===== config.mk =====
export PLATFORM = sky130hd
export DESIGN_NAME = axi_node_map_cfg
export DESIGN_NICKNAME = d
export VERILOG_FILES = /design/src/rtl/axi_node_cfg_pkg.sv /design/src/rtl/axi_node_outstanding_cnt.sv /design/src/rtl/axi_node_map_cfg.sv
export SDC_FILE = /design/constraint.sdc
export NUM_CORES = 2
export LEC_CHECK = 0
export CORE_AREA = 2 2 451 453
export DETAILED_ROUTE_END_ITERATION = 8
export DIE_AREA = 0 0 453 455
export PLACE_DENSITY = 0.81
export SYNTH_ARGS = -nofsm -noshare
export SYNTH_HDL_FRONTEND = slang
export SYNTH_HIERARCHICAL = 1
export SYNTH_SLANG_ARGS = --single-unit

===== constraint.sdc =====
create_clock -name clk -period 2.37 [get_ports clk]
set_clock_uncertainty 0.15 [all_clocks]
set_input_delay 0.5925 -clock clk [delete_from_list [all_inputs] [get_ports clk]]
set_output_delay 0.5925 -clock clk [all_outputs]
set_load 0.01 [all_outputs]

===== src/rtl/axi_node_cfg_pkg.sv =====
// Shared definitions for the AXI node address-map configuration block:
// register offsets, CTRL bit positions and the commit FSM states.
package axi_node_cfg_pkg;

    localparam logic [11:0] CTRL_OFFS = 12'h000;
    localparam logic [11:0] CONN_OFFS = 12'h080;
    localparam logic [11:0] RULE_OFFS = 12'h100;

    localparam int CTRL_COMMIT = 0;
    localparam int CTRL_BUSY   = 0;
    localparam int CTRL_DIRTY  = 1;
    localparam int CTRL_ABORT  = 2;
    localparam int CTRL_OVF    = 3;

    typedef enum logic [1:0] {
        IDLE,
        BLOCK,
        DRAIN,
        UPDATE
    } cfg_state_e;

endpackage


===== src/rtl/axi_node_outstanding_cnt.sv =====
// Saturating outstanding-transaction counter for one port and direction.
// ovf flags a dec at zero or an inc at the limit; the count then holds.
module axi_node_outstanding_cnt #(
    parameter int MAX_OUTSTANDING = 16,
    parameter int CNT_W           = $clog2(MAX_OUTSTANDING + 1)
) (
    input  logic             clk,
    input  logic             rst_n,
    input  logic             inc,
    input  logic             dec,
    output logic [CNT_W-1:0] cnt,
    output logic             zero,
    output logic             ovf
);

    localparam logic [CNT_W-1:0] CNT_MAX = CNT_W'(MAX_OUTSTANDING);

    logic at_max;
    logic at_zero;

    assign at_max  = (cnt == CNT_MAX);
    assign at_zero = (cnt == '0);
    assign zero    = at_zero;
    assign ovf     = (inc & ~dec & at_max) | (dec & ~inc & at_zero);

    // Count accepted requests up and completions down, holding at the limits
    always_ff @(posedge clk or negedge rst_n) begin
        if (!rst_n) begin
            cnt <= '0;
        end else if (inc && !dec && !at_max) begin
            cnt <= cnt + 1'b1;
        end else if (dec && !inc && !at_zero) begin
            cnt <= cnt - 1'b1;
        end
    end

endmodule


===== src/rtl/axi_node_map_cfg.sv =====
// Run-time address-map controller: shadow registers behind a req/gnt port,
// committed to the active map only after all node slave ports have drained.
module axi_node_map_cfg
    import axi_node_cfg_pkg::*;
#(
    parameter int NB_MASTER       = 8,
    parameter int NB_SLAVE        = 4,
    parameter int NB_REGION       = 2,
    parameter int AXI_ADDR_WIDTH  = 32,
    parameter int MAX_OUTSTANDING = 16,
    parameter int DRAIN_TIMEOUT   = 1024
) (
    input  logic                clk,
    input  logic                rst_n,
    input  logic                cfg_req_i,
    input  logic                cfg_we_i,
    input  logic [11:0]         cfg_addr_i,
    input  logic [31:0]         cfg_wdata_i,
    output logic                cfg_gnt_o,
    output logic                cfg_rvalid_o,
    output logic [31:0]         cfg_rdata_o,
    output logic                cfg_err_o,
    input  logic [NB_SLAVE-1:0] aw_hs_i,
    input  logic [NB_SLAVE-1:0] ar_hs_i,
    input  logic [NB_SLAVE-1:0] b_hs_i,
    input  logic [NB_SLAVE-1:0] rlast_hs_i,
    output logic [NB_SLAVE-1:0] block_o,
    output logic                commit_done_o,
    output logic [NB_REGION-1:0][NB_MASTER-1:0][AXI_ADDR_WIDTH-1:0] start_addr_o,
    output logic [NB_REGION-1:0][NB_MASTER-1:0][AXI_ADDR_WIDTH-1:0] end_addr_o,
    output logic [NB_REGION-1:0][NB_MASTER-1:0] valid_rule_o,
    output logic [NB_SLAVE-1:0][NB_MASTER-1:0]  connectivity_map_o
);

    localparam int CNT_W = $clog2(MAX_OUTSTANDING + 1);
    localparam int TMO_W = $clog2(DRAIN_TIMEOUT + 1);

    cfg_state_e state;
    logic [TMO_W-1:0] tmo;
    logic dirty;
    logic abort;
    logic ovf;

    logic [NB_REGION-1:0][NB_MASTER-1:0][AXI_ADDR_WIDTH-1:0] sh_start;
    logic [NB_REGION-1:0][NB_MASTER-1:0][AXI_ADDR_WIDTH-1:0] sh_end;
    logic [NB_REGION-1:0][NB_MASTER-1:0] sh_valid;
    logic [NB_SLAVE-1:0][NB_MASTER-1:0]  sh_conn;

    logic [11:0] waddr;
    logic [1:0]  rword;
    logic        hit_ctrl;
    logic        hit_any;
    logic [NB_SLAVE-1:0] conn_hit;
    logic [NB_REGION-1:0][NB_MASTER-1:0] rule_hit;
    logic [31:0] rd_data;

    logic wr_en;
    logic sh_wr;
    logic commit_req;
    logic clr_abort;
    logic clr_ovf;

    logic [NB_SLAVE-1:0][CNT_W-1:0] wr_cnt;
    logic [NB_SLAVE-1:0][CNT_W-1:0] rd_cnt;
    logic [NB_SLAVE-1:0] wr_zero;
    logic [NB_SLAVE-1:0] rd_zero;
    logic [NB_SLAVE-1:0] wr_ovf;
    logic [NB_SLAVE-1:0] rd_ovf;
    logic all_zero;
    logic ovf_evt;
    logic unused_ok;

    assign waddr = {cfg_addr_i[11:2], 2'b00};
    assign rword = waddr[3:2];

    for (genvar s = 0; s < NB_SLAVE; s++) begin : g_cnt
        axi_node_outstanding_cnt #(
            .MAX_OUTSTANDING (MAX_OUTSTANDING),
            .CNT_W           (CNT_W)
        ) u_wr_cnt (
            .clk   (clk),
            .rst_n (rst_n),
            .inc   (aw_hs_i[s]),
            .dec   (b_hs_i[s]),
            .cnt   (wr_cnt[s]),
            .zero  (wr_zero[s]),
            .ovf   (wr_ovf[s])
        );
        axi_node_outstanding_cnt #(
            .MAX_OUTSTANDING (MAX_OUTSTANDING),
            .CNT_W           (CNT_W)
        ) u_rd_cnt (
            .clk   (clk),
            .rst_n (rst_n),
            .inc   (ar_hs_i[s]),
            .dec   (rlast_hs_i[s]),
            .cnt   (rd_cnt[s]),
            .zero  (rd_zero[s]),
            .ovf   (rd_ovf[s])
        );
    end

    assign all_zero  = &{wr_zero, rd_zero};
    assign ovf_evt   = |{wr_ovf, rd_ovf};
    assign unused_ok = ^{cfg_addr_i[1:0], wr_cnt, rd_cnt};

    // Address decode: one-hot hits for connectivity rows and rule slots
    always_comb begin
        conn_hit = '0;
        rule_hit = '0;
        for (int s = 0; s < NB_SLAVE; s++) begin
            conn_hit[s] = (waddr == CONN_OFFS + 12'(4 * s));
        end
        for (int r = 0; r < NB_REGION; r++) begin
            for (int m = 0; m < NB_MASTER; m++) begin
                rule_hit[r][m] = ({waddr[11:4], 4'h0} ==
                                  RULE_OFFS + 12'(16 * (r * NB_MASTER + m)));
            end
        end
    end

    assign hit_ctrl = (waddr == CTRL_OFFS);
    assign hit_any  = hit_ctrl | (|conn_hit) | (|rule_hit);

    assign cfg_gnt_o  = cfg_req_i & (~cfg_we_i | (state == IDLE));
    assign wr_en      = cfg_gnt_o & cfg_we_i;
    assign sh_wr      = wr_en & ((|conn_hit) | ((|rule_hit) & (rword != 2'd3)));
    assign commit_req = wr_en & hit_ctrl & cfg_wdata_i[CTRL_COMMIT];
    assign clr_abort  = wr_en & hit_ctrl & cfg_wdata_i[CTRL_ABORT];
    assign clr_ovf    = wr_en & hit_ctrl & cfg_wdata_i[CTRL_OVF];

    // Read mux: status word, shadow rows and shadow rules (reserved word reads 0)
    always_comb begin
        rd_data = '0;
        if (hit_ctrl) begin
            rd_data[CTRL_BUSY]  = (state != IDLE);
            rd_data[CTRL_DIRTY] = dirty;
            rd_data[CTRL_ABORT] = abort;
            rd_data[CTRL_OVF]   = ovf;
        end
        for (int s = 0; s < NB_SLAVE; s++) begin
            if (conn_hit[s]) rd_data[NB_MASTER-1:0] = sh_conn[s];
        end
        for (int r = 0; r < NB_REGION; r++) begin
            for (int m = 0; m < NB_MASTER; m++) begin
                if (rule_hit[r][m]) begin
                    case (rword)
                        2'd0:    rd_data[AXI_ADDR_WIDTH-1:0] = sh_start[r][m];
                        2'd1:    rd_data[AXI_ADDR_WIDTH-1:0] = sh_end[r][m];
                        2'd2:    rd_data[0] = sh_valid[r][m];
                        default: rd_data = '0;
                    endcase
                end
            end
        end
    end

    // Registered response, one cycle after every grant
    always_ff @(posedge clk or negedge rst_n) begin
        if (!rst_n) begin
            cfg_rvalid_o <= 1'b0;
            cfg_rdata_o  <= '0;
            cfg_err_o    <= 1'b0;
        end else begin
            cfg_rvalid_o <= cfg_gnt_o;
            cfg_err_o    <= cfg_gnt_o & ~hit_any;
            if (cfg_gnt_o) cfg_rdata_o <= cfg_we_i ? '0 : rd_data;
        end
    end

    // Shadow register writes; writes are only granted while idle
    always_ff @(posedge clk or negedge rst_n) begin
        if (!rst_n) begin
            sh_start <= '0;
            sh_end   <= '0;
            sh_valid <= '0;
            sh_conn  <= '1;
        end else if (wr_en) begin
            for (int s = 0; s < NB_SLAVE; s++) begin
                if (conn_hit[s]) sh_conn[s] <= cfg_wdata_i[NB_MASTER-1:0];
            end
            for (int r = 0; r < NB_REGION; r++) begin
                for (int m = 0; m < NB_MASTER; m++) begin
                    if (rule_hit[r][m]) begin
                        case (rword)
                            2'd0:    sh_start[r][m] <= cfg_wdata_i[AXI_ADDR_WIDTH-1:0];
                            2'd1:    sh_end[r][m]   <= cfg_wdata_i[AXI_ADDR_WIDTH-1:0];
                            2'd2:    sh_valid[r][m] <= cfg_wdata_i[0];
                            default: ;
                        endcase
                    end
                end
            end
        end
    end

    // Commit FSM: block ports, drain, copy shadow to active, release
    always_ff @(posedge clk or negedge rst_n) begin
        if (!rst_n) begin
            state              <= IDLE;
            tmo                <= '0;
            block_o            <= '0;
            commit_done_o      <= 1'b0;
            dirty              <= 1'b0;
            abort              <= 1'b0;
            ovf                <= 1'b0;
            start_addr_o       <= '0;
            end_addr_o         <= '0;
            valid_rule_o       <= '0;
            connectivity_map_o <= '1;
        end else begin
            commit_done_o <= 1'b0;
            if (sh_wr)     dirty <= 1'b1;
            if (clr_abort) abort <= 1'b0;
            if (clr_ovf)   ovf   <= 1'b0;
            if (ovf_evt)   ovf   <= 1'b1;
            unique case (state)
                IDLE: begin
                    if (commit_req) begin
                        state   <= BLOCK;
                        block_o <= '1;
                    end
                end
                BLOCK: begin
                    state <= DRAIN;
                    tmo   <= '0;
                end
                DRAIN: begin
                    if (all_zero) begin
                        state <= UPDATE;
                    end else if (tmo == TMO_W'(DRAIN_TIMEOUT - 1)) begin
                        state   <= IDLE;
                        abort   <= 1'b1;
                        block_o <= '0;
                    end else begin
                        tmo <= tmo + 1'b1;
                    end
                end
                UPDATE: begin
                    start_addr_o       <= sh_start;
                    end_addr_o         <= sh_end;
                    valid_rule_o       <= sh_valid;
                    connectivity_map_o <= sh_conn;
                    commit_done_o      <= 1'b1;
                    block_o            <= '0;
                    dirty              <= 1'b0;
                    state              <= IDLE;
                end
                default: state <= IDLE;
            endcase
        end
    end

endmodule


# == Yosys cells after proc, flatten, opt, wreduce, memory -nomap -nowiden ==
# Index checks and enable logic that the tools add are counted.
# Widths: inputs -> output; s select.
# word_totals
regBits,2239
input_bits,64
output_inout_bits,1112
wordCells,473
# op_classes
n_addsub,17
eq_ne,40
mux,90
n_bitwise,71
reduce_logical,147
# ops
operator,n
$pmux 31 s3,16
$mux 32,17
$reduce_and 3->1,49
$eq 8x5->1 const B,16
$mux 5,16
$pmux 1 s3,16
$and 1x1->1,41
$add 5x1->5 const B,8
$eq 10x6->1 const B,4
$eq 5x5->1 const B,8
$logic_not 5->1,8
$sub 5x1->5 const B,8
$logic_and 1x1->1,32
$logic_not 1->1,32
$mux 8,4
$reduce_bool 2->1,12
$mux 11,2
$pmux 11 s2,1
$not 1->1,18
$mux 4,4
$reduce_or 16->1,1
$logic_not 12->1,1
$or 1x1->1,12
$pmux 4 s3,1
16 further kinds,38

# == Depth between registers and ports, before layout ==
# depth
depth_word,39
ltp_mapped,10
mapped_depth_nobuf,8

# == Modules after synthesis ==
# Netlist, hierarchy kept.
# by_module_without_submodules
mod,n_inst,cells_per_inst,area_per_inst_um2,seq_area_each_um2
axi_node_map_cfg,1,6052,90742.0,55032.8
axi_node_outstanding_cnt (g_cnt[0].u_rd_cnt ...),7,47,474.2,125.1
axi_node_outstanding_cnt (g_cnt[3].u_wr_cnt),1,47,460.4,125.1

# == Worst setup path after synthesis ==
# No wires, ideal clock.
# synth_path
path_type,input to register
from,in cfg_addr_i[2]
to,reg cfg_rdata_o[24]
setup_ns,0.135
t_arrival_ns,2.506
required_time_ns,2.085
slack_ns,-0.421
stages,8
path_buffers,3
cell_sequence,buf_2 buf_2 buf_1 mux2i_1 o22ai_1 or4_1 o41ai_1 nand3_1
# synth_between
elab_chain_len,34
word_cells_on_any_way,36
cone_classes,eq/ne: 2; mux: 33; reduce/logical: 1
# synth_rtl
element,line_no,text
start: declaration,axi_node_map_cfg.sv:17,"input logic [11:0] cfg_addr_i,"
"$eq 2x2->1, or another cell as far along",axi_node_map_cfg.sv:147,case (rword)
$pmux 31 s3,axi_node_map_cfg.sv:147,
$mux 32,axi_node_map_cfg.sv:146,if (rule_hit[r][m]) begin
$pmux 31 s3,axi_node_map_cfg.sv:147,
$mux 32,axi_node_map_cfg.sv:146,
$pmux 31 s3,axi_node_map_cfg.sv:147,
$mux 32,axi_node_map_cfg.sv:146,
$pmux 31 s3,axi_node_map_cfg.sv:147,
(+18 left out),--,
$mux 32,axi_node_map_cfg.sv:146,
$pmux 31 s3,axi_node_map_cfg.sv:147,
$mux 32,axi_node_map_cfg.sv:146,
$pmux 31 s3,axi_node_map_cfg.sv:147,
$mux 32,axi_node_map_cfg.sv:146,
$pmux 31 s3,axi_node_map_cfg.sv:147,
$mux 32 *,axi_node_map_cfg.sv:146,
$mux 32 *,axi_node_map_cfg.sv:167,if (cfg_gnt_o) cfg_rdata_o <= cfg_we_i ? '0 : rd_data;
end signal: assignment,axi_node_map_cfg.sv:167,
end: declaration,axi_node_map_cfg.sv:21,"output logic [31:0] cfg_rdata_o,"
# Every way passes the cells marked *; elsewhere a longest branch is shown, timed or not.
# A chain may end at the register's enable or synchronous reset.

# == Worst setup path after layout ==
# layout_path
from,reg state[1]
to,out cfg_gnt_o
# layout_between
elab_chain_len,3
# layout_rtl
element,line_no,text
start: declaration,axi_node_map_cfg.sv:38,cfg_state_e state;
start signal: assignment,axi_node_map_cfg.sv:200,state <= IDLE;
start signal: assignment,axi_node_map_cfg.sv:220,state <= BLOCK;
start signal: assignment,axi_node_map_cfg.sv:225,state <= DRAIN;
$logic_not 2->1,axi_node_map_cfg.sv:125,assign cfg_gnt_o = cfg_req_i & (~cfg_we_i | (state == IDLE));
$or 1x1->1,axi_node_map_cfg.sv:125,
$and 1x1->1,axi_node_map_cfg.sv:125,
end: declaration,axi_node_map_cfg.sv:19,"output logic cfg_gnt_o,"
# No other way between the ends.

==> run_results.csv <==
group,metric,value,unit
setup_path,crit_family,"flip-flops",
layout,fillCellCount,14400,
cts,clk_pin_slew,60,ps
setup_path,worstPathArrival,1930,ps
cts,root_buffer,"clkbuf_16",
detailed_routing,avgRoutedWirePerCell,34.9,um
timing,hold_violations,0,
grt,grt_pass1_wl,536000,um
detailed_routing,wirelength,393000,um
setup_path,end_kind,"output pin",
layout,area_growth,34.6,%
timing,finalSetupViolations,680,
cts,cts_buffers,220,
timing,fin_ws,-299,ps
power_and_ir_drop,comb_power_share,18.1,%
setup_path,worstPathCellList,"inv_2, ha_4, nand2b_4, nand2_4, inv_8, buf_6",
yosys,yosysTopAreaCellShare,57.5,%
grt,grt_start_max_net_pins,102,
cts,insertion_delay,900,ps
floorplan,rows,165,
placed_design,port_buffers,1173,
floorplan,die_area,206000,um2
placed_design,gp_congestion,0.961,
grt,track_usage,36.8,%
timing,max_slew_margin,44.0,%
power_and_ir_drop,p_per_area,734,nW/um2
layout,final_nets,8470,
timing,tightest_slew,840,ps
job,maxCapViolations,0,
yosys,synth_largest_area_cell,"dfrtp_1",
min_path,min_path_type,"in -> async",
floorplan,die_w,453,um
yosys,synth_nets,6529,
yosys,synthTopCellsByArea,"dfrtp_1, mux2_2, mux2i_1, mux2_1, dfstp_2",
power_and_ir_drop,netSwitchingPower,25.9,mW
cts,cts_tree,"yes",
layout,drive_above_1_share,48.4,%
detailed_routing,viasPerCell,6.15,
timing,final_max_slew_viol_count,0,
power_and_ir_drop,power_leakage,65.1,nW
yosys,postSynthCellCount,6428,
yosys,synth-seq-area-share,59.3,%
timing,finalCritPeriodShare,113,%
yosys,ys_async_sr_fraction,100,%
setup_path,start_kind,"register",
yosys,synth_ff_type,"dfrtp_1",
detailed_routing,drc_errors,0,
grt,overflow,0,
cts,htreeDepth,4,
timing,fmax,375,MHz
placed_design,placed_cells,10700,
setup_path,path_class,"reg -> out",
floorplan,initial_core_util,47.0,%
layout,utilization,63.2,%
cts,cts_sinks,2236,
yosys,ys_seq_elements,2236,
setup_path,crit_buf_inv,3,
layout,multi_input_area,38800,um2
floorplan,die_h,455,um
yosys,synth-edff-count,0,
setup_path,max_stage_delay,400,ps
timing,fin_crit,2670,ps
yosys,synth.distinct_cells,78,
setup_path,worst-path-max-fanout,2,
power_and_ir_drop,p_int,67.6,mW
floorplan,coreArea,201000,um2
layout,seq_area,56200,um2
detailed_routing,drt-initial-drc-count,7444,
power_and_ir_drop,total_power,93.5,mW
setup_path,required,1630,ps
detailed_routing,vias,69100,
setup_path,slowest_stage,"dfrtp_1",
run_status,violations,"negative setup slack",
timing,hold_slack,169,ps
yosys,ys.warnings.count,6,
power_and_ir_drop,vdd_drop_max,0.000724,V
detailed_routing,ant_nets,0,
yosys,syn_area,94500,um2
grt,antenna_found_initial,21,
yosys,avgSynthCellArea,14.7,um2
layout,stdcell_count,11200,
detailed_routing,dr.pass1.iters,6,
placed_design,hpwl,277000,um
timing,rsz0062_at_grt,"true",
power_and_ir_drop,switching_share,27.7,%
floorplan,io_pins,1176,
power_and_ir_drop,p_clk_share,39.3,%
power_and_ir_drop,p_seq_share,42.6,%
cts,clk_path_buf_depth,3,
run_status,status,"finished with violations",
grt,grt_pass1_vias,69800,
==> metal layers <==
layer | vias up | GRT usage, % | share of wire, %
li1 | 27300 | - | -
met1 | 36100 | 45.9 | 37
met2 | 4493 | 56.1 | 45
met3 | 1286 | 8.36 | 9.2
met4 | 2 | 27.8 | 9.5
met5 | - | 0 | 0.0033
==> power by group through the flow <==
stage | clock network (mW) | logic (mW) | registers (mW)
finish | 36.7 | 16.9 | 39.9
global route | 38.5 | 17.7 | 39.9
CTS | 36.9 | 15.9 | 39.8
detailed placement | 0 | 15.5 | 40.5
global placement | 0 | 15.1 | 40.5
floorplan | 0 | 9.33 | 40.5
==> state kept, by name, indices dropped and copies added (netlist names) <==
name                count
end_addr_o            512
sh_end                512
tmo                    11
sh_start              512
abort                   1
sh_valid               16
g_cnt.u_wr_cnt/cnt     20
start_addr_o          512
ovf                     1
connectivity_map_o     32
sh_conn                32
state                   2
cfg_err_o               1
block_o                 1
cfg_rvalid_o            1
commit_done_o           1
cfg_rdata_o            32
g_cnt.u_rd_cnt/cnt     20
valid_rule_o           16
dirty                   1
==> path summary, 6_finish.rpt <==
path,slack [ps],end,startpoint,cells past startpoint
setup / recovery,-300,cfg_gnt_o,state[1],6
hold / removal,170,end_addr_o[416],rst_n,2
setup reg to reg,-200,sh_valid[1],state[1],11
hold reg to reg,340,cfg_rdata_o[22],cfg_rdata_o[22],2
max in group asynchronous,880,end_addr_o[52],rst_n,4
min in group clk,320,g_cnt[2].u_rd_cnt/cnt[1],ar_hs_i[2],4
==> per-stage QoR <==
stage	setup WS [ps]	TNS, ps	instance area (um2)
global placement	-1830	-1022680	117000
floorplan	-154	-72570	96000
global route	-332	-69890	127000
finish	-299	-35890	127000
detailed placement	-1830	-1028350	117000
CTS	-335	-6590	126000
==> worst reg2reg max path, cell delays in order (launching register included) <==
cell and delay [ps]:
dfrtp_1 400, inv_2 90, ha_4 140, buf_4 100
buf_6 90, nand3_1 100, buf_6 170, nor2_4 140
nand2_2 100, buf_4 140, nor2_1 430, mux2_2 400
==> final cells by class <==
| cell class | count | share of cell area [%] |
|---|---|---|
| multi-input cells | 3723 | 30.4 |
| clock inverters | 99 | 0.937 |
| flip-flops and latches | 2236 | 44.1 |
| inverters | 15 | 0.0501 |
| repair buffers | 2173 | 16.7 |
| clock buffers | 311 | 5.04 |
| diodes | 12 | 0.0236 |
| well taps | 2672 | 2.63 |
==> repair_timing <==
action	CTS	global route
setup buffers	114	26
resized for setup	2678	286
cloned	13	10
pin swaps	40	52
hold buffers	1	0
setup endpoints to repair	1568	762
hold endpoints to repair	698	0
==> synth_stat cells (10+ instances only) <==
master	instances
mux2i_1	493
clkbuf_1	269
o211ai_1	12
buf_2	115
o22ai_1	189
mux2_1	206
inv_1	14
dfstp_2	64
o21ai_0	51
and3_1	11
o21ai_1	11
dfrtp_1	2172
or4_1	15
nor2_1	132
and2_1	10
o22a_1	21
nand3_1	51
ha_1	29
o31ai_1	11
nand2b_1	32
o221ai_1	14
buf_4	28
nand2_1	109
mux2_2	1950
buf_1	32
nor3_2	14
mux4_2	11
nor4_1	47
xnor2_1	16
xor2_1	16
nand4_1	15
a21oi_1	65
nor3_1	10
==> cells in the final DEF (no fill, tap or decap), drive strengths merged, types with 27 or more instances in the layout <==
cell type,count
dfrtp,2172
mux2,2156
buf,1210
clkdlybuf4s15,504
mux2i,493
dlygate4sd2,396
clkbuf,321
o22ai,189
nor2,148
nand2,109
a21oi,65
dfstp,64
o21ai,62
clkinv,52
nand3,52
nor4,51
clkdlybuf4s50,49
nand2b,32
inv,30
ha,29
nor3,27
==> cell families (layout without fill, tap and decap cells) <==
kind of cell / count (synthesis) / in the layout / synth area share [%]
muxes: 2660 / 2660 / 31.2
DFF: 2236 / 2236 / 59.3
and+or+nand+nor: 522 / 522 / 3.11
AOI/OAI and AO/OA: 472 / 472 / 3.33
buffers and inverters: 469 / 2598 / 2.26
adders and majority gates: 37 / 37 / 0.553
xor gates and xnor gates: 32 / 32 / 0.297
other: 0 / 12 / 0
(Power assumes the default switching activity.)
==> variant (config.mk and constraints unchanged) <==
`MAX_OUTSTANDING` is set to 16 in 2 places; all go to 32.
--- a/src/rtl/axi_node_outstanding_cnt.sv
+++ b/src/rtl/axi_node_outstanding_cnt.sv
@@ -1,7 +1,7 @@
 // Saturating outstanding-transaction counter for one port and direction.
 // ovf flags a dec at zero or an inc at the limit; the count then holds.
 module axi_node_outstanding_cnt #(
-    parameter int MAX_OUTSTANDING = 16,
+    parameter int MAX_OUTSTANDING = 32,
     parameter int CNT_W           = $clog2(MAX_OUTSTANDING + 1)
 ) (
     input  logic             clk,
--- a/src/rtl/axi_node_map_cfg.sv
+++ b/src/rtl/axi_node_map_cfg.sv
@@ -7,7 +7,7 @@
     parameter int NB_SLAVE        = 4,
     parameter int NB_REGION       = 2,
     parameter int AXI_ADDR_WIDTH  = 32,
-    parameter int MAX_OUTSTANDING = 16,
+    parameter int MAX_OUTSTANDING = 32,
     parameter int DRAIN_TIMEOUT   = 1024
 ) (
     input  logic                clk,
Function: not settled (the Yosys comparison gave no result); the edit may change what the design does.
==> variant against the unedited design <==
- the run still ends with negative setup slack left
- cell area up 0.76%
- wire length is 1.9% higher
- sequential power up 2%
- final cell count grew 0.85%
- critical path depth increased by 1
- setup slack got worse by 0.061 ns
- total power rose by 3.5%
- sequential cell count rose by 8
- register-to-register slack got worse by 0.14 ns
- count of clock-buffer cells in the layout down 21
- die area unchanged
- synthesized area is 0.42% higher
- global-route usage rose by 1.1 points
==> variant: results (changes against the unedited design) <==
* Run status: finished, violations left
* Failing checks: negative setup slack
* Routed length on met1 at 147400 microns (+2.6%)
* Global-route wire length before repair at 549100 microns (+2.5%)
* Maximum cell stage delay along the critical path at 0.38 ns (-0.02 ns)
* Start point of the critical path: state[0]$_DFFE_PN0P_
* Maximum number of pins on one net before global-route repair at 86 (-16%)
* Total Power at 96730 uW (+3.5%)
* Worst r2r path cells at 14 (+3)
* Synth top area cells: dfrtp_1 (57%), mux2_2 (25%), mux2i_1 (5.3%)
* Final Cycle Share at 115.2% (+2.6 points)
* Arrival @ worst endpoint at 1.99 ns (+0.06 ns)
* Worst hold slack across all endpoints at 0.1263 ns (-0.04231 ns)
* Via Count at 68780 (-0.50%)
* Max transition margin at 35.45% (-8.5 points)
* Destination of the worst register-to-register timing path: sh_end[207]$_DFFE_PN0P_
* Drt initial violations at 6999 (-6.0%)
* Met3 routing resource usage after global routing at 10.63% (+2.3 points)
* Total negative slack at -134.26 ns (-98.37 ns)
* Proportion of layout cells with a drive suffix above 1 at 51.97% (+3.5 points)
* Post-synthesis sequential area ratio at 59.25% (about the same)
* Post-synthesis net count at 6596 (+1.0%)
* Final estimated routing congestion in global placement at 0.9618 (+0.14%)
* Number of nets in the final layout at 8564 (+1.1%)
* Total clock buffers created by CTS at 222 (+0.91%)
* Worst-case register-to-register setup slack at -0.34 ns (-0.14 ns)
* Setup Slack @ Placement at -1.222 ns (+0.6107 ns)
* Worst path setup slack after routing at -0.3598 ns (-0.06089 ns)
* WL met2 at 177400 microns (+0.99%)
* Global-route met1 utilization at 46.69% (+0.76 points)
* Final setup viols at 826 (+21%)
* Worst vdd rail ir drop at 0.7844 mV (+8.4%)
* LEAKAGE at 0.06481 uW (-0.46%)
* Initial antenna violation count at 33 (+57%)
* Switching part of the total at 27.34% (-0.38 points)
==> variant: repair_timing <==
action | 4_1_cts | 5_1_grt
hold buffers | 1 | 0
pin swaps | 71 | 49
resized for setup | 3172 | 99
setup endpoints to repair | 2084 | 1020
endpoints found under the hold margin | 429 | 0
gates cloned | 29 | 10
buffers inserted | 150 | 21
==> variant: kinds of logic after synthesis <==
kind of cell | Yosys count | share of synthesized area [%]
xor+xnor | 40 | 0.3691
simple gates | 457 | 2.510
compound gates | 491 | 3.347
mux | 2701 | 31.53
buf+inv | 499 | 2.274
fa+ha+maj | 50 | 0.7224
flops | 2244 | 59.25
==> variant: layout make-up <==
| type | count | area, sq um |
|---|---|---|
| Fill cell | 14400 | 73060 |
| Sequential cell | 2244 | 56420 |
| Multi-Input combinational cell | 3739 | 38390 |
| Timing Repair Buffer | 2198 | 21790 |
| Clock buffer | 290 | 6285 |
| Tap cell | 2672 | 3343 |
| Clock inverter | 128 | 1777 |
| Inverter | 45 | 171.4 |
| Antenna cell | 20 | 50.05 |
